==> src/rtl/svm_r_pkg.sv <==
// Shared constants and types for the SVM-R streaming front/back stage.
// Holds the feature geometry, score width, loader FSM states and the packed feature vector type.
package svm_r_pkg;

    localparam int FEAT_W = 4;
    localparam int N_FEAT = 6;
    localparam int RES_W  = 13;

    typedef enum logic [1:0] {
        ST_LOAD  = 2'd0,
        ST_DRAIN = 2'd1,
        ST_EVAL  = 2'd2,
        ST_HOLD  = 2'd3
    } state_t;

    typedef logic [FEAT_W*N_FEAT-1:0] feat_vec_t;

endpackage

==> src/rtl/svm_r_frame_loader.sv <==
// Collects N_FEAT features per frame into a packed vector for the classifier,
// registers the returned score onto an output stream and flags malformed frames.
module svm_r_frame_loader
    import svm_r_pkg::*;
#(
    parameter int FEAT_W = svm_r_pkg::FEAT_W,
    parameter int N_FEAT = svm_r_pkg::N_FEAT,
    parameter int RES_W  = svm_r_pkg::RES_W
) (
    input  logic                     clk,
    input  logic                     rst,
    input  logic                     s_valid,
    output logic                     s_ready,
    input  logic [FEAT_W-1:0]        s_data,
    input  logic                     s_last,
    output logic [FEAT_W*N_FEAT-1:0] feat_vec,
    input  logic [RES_W-1:0]         cls_res,
    output logic                     m_valid,
    input  logic                     m_ready,
    output logic [RES_W-1:0]         m_data,
    output logic                     err_len,
    output logic [7:0]               err_cnt,
    output state_t                   dbg_state
);

    // Handshake: a beat moves when s_valid && s_ready, a score moves when
    // m_valid && m_ready; s_ready and m_valid are decoded from state alone.

    localparam int IDX_W = $clog2(N_FEAT);
    localparam logic [IDX_W-1:0] LAST_IDX = IDX_W'(N_FEAT - 1);

    state_t                    r_state;
    logic [IDX_W-1:0]          r_idx;
    logic [FEAT_W*N_FEAT-1:0]  r_feat;
    logic [RES_W-1:0]          r_m_data;
    logic                      r_err_len;
    logic [7:0]                r_err_cnt;

    logic w_beat;
    logic w_err;

    assign s_ready   = !rst && ((r_state == ST_LOAD) || (r_state == ST_DRAIN));
    assign m_valid   = (r_state == ST_HOLD);
    assign w_beat    = s_valid && s_ready;
    assign feat_vec  = r_feat;
    assign m_data    = r_m_data;
    assign err_len   = r_err_len;
    assign err_cnt   = r_err_cnt;
    assign dbg_state = r_state;

    // Short frame: last before the final slot. Long frame: final slot without last.
    always_comb begin
        w_err = 1'b0;
        if ((r_state == ST_LOAD) && w_beat) begin
            w_err = (r_idx == LAST_IDX) ? !s_last : s_last;
        end
    end

    always_ff @(posedge clk) begin
        if (rst) begin
            r_state   <= ST_LOAD;
            r_idx     <= '0;
            r_feat    <= '0;
            r_m_data  <= '0;
            r_err_len <= 1'b0;
            r_err_cnt <= '0;
        end else begin
            r_err_len <= w_err;
            if (w_err && (r_err_cnt != 8'hFF)) begin
                r_err_cnt <= r_err_cnt + 8'd1;
            end

            case (r_state)
                ST_LOAD: begin
                    if (w_beat) begin
                        for (int i = 0; i < N_FEAT; i++) begin
                            if (r_idx == IDX_W'(i)) begin
                                r_feat[i*FEAT_W +: FEAT_W] <= s_data;
                            end
                        end
                        if (r_idx == LAST_IDX) begin
                            r_idx   <= '0;
                            r_state <= s_last ? ST_EVAL : ST_DRAIN;
                        end else if (s_last) begin
                            r_idx <= '0;
                        end else begin
                            r_idx <= r_idx + 1'b1;
                        end
                    end
                end
                ST_DRAIN: begin
                    if (w_beat && s_last) begin
                        r_state <= ST_LOAD;
                    end
                end
                ST_EVAL: begin
                    r_m_data <= cls_res;
                    r_state  <= ST_HOLD;
                end
                ST_HOLD: begin
                    if (m_ready) begin
                        r_state <= ST_LOAD;
                    end
                end
                default: r_state <= ST_LOAD;
            endcase
        end
    end

endmodule

==> config.mk <==
export PLATFORM = sky130hd
export DESIGN_NAME = svm_r_frame_loader
export DESIGN_NICKNAME = d
export VERILOG_FILES = /design/src/rtl/svm_r_pkg.sv /design/src/rtl/svm_r_frame_loader.sv
export SDC_FILE = /design/constraint.sdc
export NUM_CORES = 1
export LEC_CHECK = 0
export ABC_CLOCK_PERIOD_IN_PS = 3050
export CORE_MARGIN = 5
export CORE_UTILIZATION = 43
export CTS_CLUSTER_SIZE = 12
export DETAILED_ROUTE_END_ITERATION = 10
export PLACE_DENSITY_LB_ADDON = 0.3
export SYNTH_ARGS = -nofsm -noshare
export SYNTH_HDL_FRONTEND = slang
export SYNTH_SLANG_ARGS = --single-unit
==> constraint.sdc <==
create_clock -name clk -period 3.05 [get_ports clk]
set_input_delay 0.305 -clock clk [delete_from_list [all_inputs] [get_ports clk]]
set_output_delay 0.305 -clock clk [all_outputs]
set_load 0.01 [all_outputs]
==> metrics.txt <==
clock sink total=roughly 50; row count=25; most numerous cell in the Yosys netlist=dfxtp_1; chip height=slightly below 80 µm; worst slew pin tran=0.886 ns; r2r worst-path depth=6; clk slew on worst S/H paths=roughly 0.09 ns; arrival time worst endpoint=approximately 2.1 ns; Max-slew headroom=between 40% and 50%; core area=4720 µm²; Area contributors post-synth=dfxtp_1 49%, mux2i_1 9.6%, nand2_1 6.7%; Hold Path End=dbg_state[1]; Vias/cell=4.95; top cells by count, synth=51 x dfxtp_1, 37 x nand2_1, 27 x nor2_1; Post-DP HPWL=roughly 3400 µm; Max Fclk=about 510 MHz; # diodes=0; H-tree depth=2; fraction of registers with async set or reset after synthesis=0%; status=completed; total track usage=between 15 and 20%; boundary pin count=72; grt total ovfl=0; die width=a little under 80 µm; Die ar.=6320 µm²; global-route wire length before repair=~7800 µm; synth warn=0; Post-Syn Nets=between 200 and 300; final instance area=around 2900 µm²; area delta synth->final=41.0%; Worst setup EP type=register; number of global-route vias before repair=around 1700; sequential share of the synthesized area=49.1%; PwrDens=between 400 and 500 nW/µm²; Slew Viols, Final=0; Setup violations, final=0; CTS resizes=0; DR WL/cell=around 13 µm; Clock Latency Late Sink=around 0.30 ns; synthesis-stage register bit count=51; CP required=about 3.2 ns; cell area after synthesis=~2100 µm²; ys flop type=dfxtp_1; largest net degree at the start of global routing=48; worst-path fanout max=13; share of the synthesized area in the top cell type=between 40 and 50%; crit start category=register; Final Skew=~0.0069 ns; unrepaired setup endpoints after global routing=false; clock buffer count from CTS=5; Netlist cell types=36; vias post-DR=1821; Root Buffer=clkbuf_8; Avg Cell Area, Syn=between 8 and 9 µm²; Register-to-Register Setup Slack=1.10 ns; Fin. Hold Viols=0; CTS tree=yes; RR Endpoint=err_cnt[5]; max_cap viols=0; Worst Hold Class=in2reg; clock tree buffer depth=2; reg2reg start=r_idx[1]; EDFF count, synth=0; Setup TNS=0 ns; Worst Hold Launch=rst; Initial Util=~44%; Post-CTS Setup Repair Bufs=0; leakage power=~1.1 nW; Post-CTS Hold Buffers=0; Setup Crit Path Kind=reg2reg; post-synth top area cell=dfxtp_1; Net count, final=~330; initial antenna violation count=0; Cell Area, Placed=2830 µm²; Cells after Synth=around 230; Worst Hold Depth=2; Routed Antenna Nets=0; residual DRC count=0; initial DRC count=between 60 and 70; final RePlAce weighted congestion=0.798; first-pass iteration count of the detailed router=4; final worst path period share=63.9%; IO Port Bufs=71; Max VDD drop=~0.26 mV; proportion of layout cells with a drive suffix above 1=~4.7%; minimum clock period=just under 2 ns; WL final=between 4000 and 5000 µm
-- cells in the final DEF (no fill, tap or decap), types with 3 or more instances in the layout --
| cell type | count |
|---|---|
| o21ai_0 | 3 |
| ha_1 | 6 |
| dfxtp_1 | 51 |
| a21oi_1 | 24 |
| nor2_1 | 27 |
| o41ai_1 | 3 |
| clkdlybuf4s50_1 | 70 |
| inv_1 | 7 |
| nor3_1 | 3 |
| nand3_1 | 11 |
| o311ai_0 | 3 |
| clkbuf_8 | 7 |
| nand2_1 | 37 |
| mux2i_1 | 20 |
-- critical path, stage by stage, from the launching register on --
cell	delay [ns]
dfxtp_1	0.39
inv_1	0.08
ha_1	0.23
a21boi_0	0.24
o21ai_2	0.19
nor4_1	0.34
mux2_2	0.37
-- where the power goes --
part | switching [mW] | internal, mW | total (mW)
Sequential | 0.00364 | 0.671 | 0.674
Clock | 0.206 | 0.207 | 0.414
Combinational | 0.0400 | 0.0449 | 0.0849
-- registers in the layout (all words and copies together), names as in the netlist --
name / cells
m_data: 13
err_cnt: 8
dbg_state: 2
r_idx: 3
feat_vec: 24
err_len: 1
-- layout make-up --
type                       count  area (µm²)
fill                         417        1790
sequential                    51        1020
multi-input combinational    162         978
timing repair buffer          73         721
clock buffer                   8         100
tap                           67        83.8
inverter                       7        26.3
-- kinds of logic (layout without fill, tap and decap cells) --
kind of cell / count (synthesis) / in the layout / share of synthesized area (%)
AOI/OAI and AO/OA: 38 / 38 / 10.9
adders and majority gates: 6 / 6 / 3.61
buffers and inverters: 20 / 88 / 3.79
DFF: 51 / 51 / 49.1
muxes: 21 / 21 / 10.2
and+or+nand+nor: 97 / 97 / 22.4
-- worst max-delay path by stage --
| stage | slack, ns | to | start | cells past startpoint |
|---|---|---|---|---|
| after global placement | 0.87 | err_cnt[5] | s_valid | 6 |
| final | 1.10 | err_cnt[5] | r_idx[1] | 6 |
| after detailed placement | 0.81 | err_cnt[5] | s_valid | 6 |
| after CTS | 1.07 | err_cnt[5] | r_idx[1] | 6 |
| after floorplan | 1.37 | err_cnt[5] | r_idx[1] | 6 |
| after global routing | 0.90 | err_cnt[5] | r_idx[1] | 6 |
-- metal layers --
metal  vias to the layer above  routed length, µm  global-route usage, %  part of all wire, %
met5                         -                  0                      0                    0
li1                        930                  -                      -                    -
met1                       825               2160                   19.6                   45
met3                         7                324                   3.72                  6.8
met2                        59               2210                   25.2                   47
met4                         0                 55                   4.12                  1.2
-- metrics by stage --
stage	cells	hold slack, ns	util, %	power, mW	setup WS, ns
after floorplan	233	0.441	-	0.725	1.37
after global placement	360	0.442	59.9	0.775	0.867
after detailed placement	360	0.448	59.9	0.775	0.815
after CTS	368	0.304	62.0	1.19	1.07
after global routing	368	0.322	62.0	1.22	0.901
final	368	0.312	62.0	1.17	1.10
Note: power is estimated with default switching activity, not from simulation.
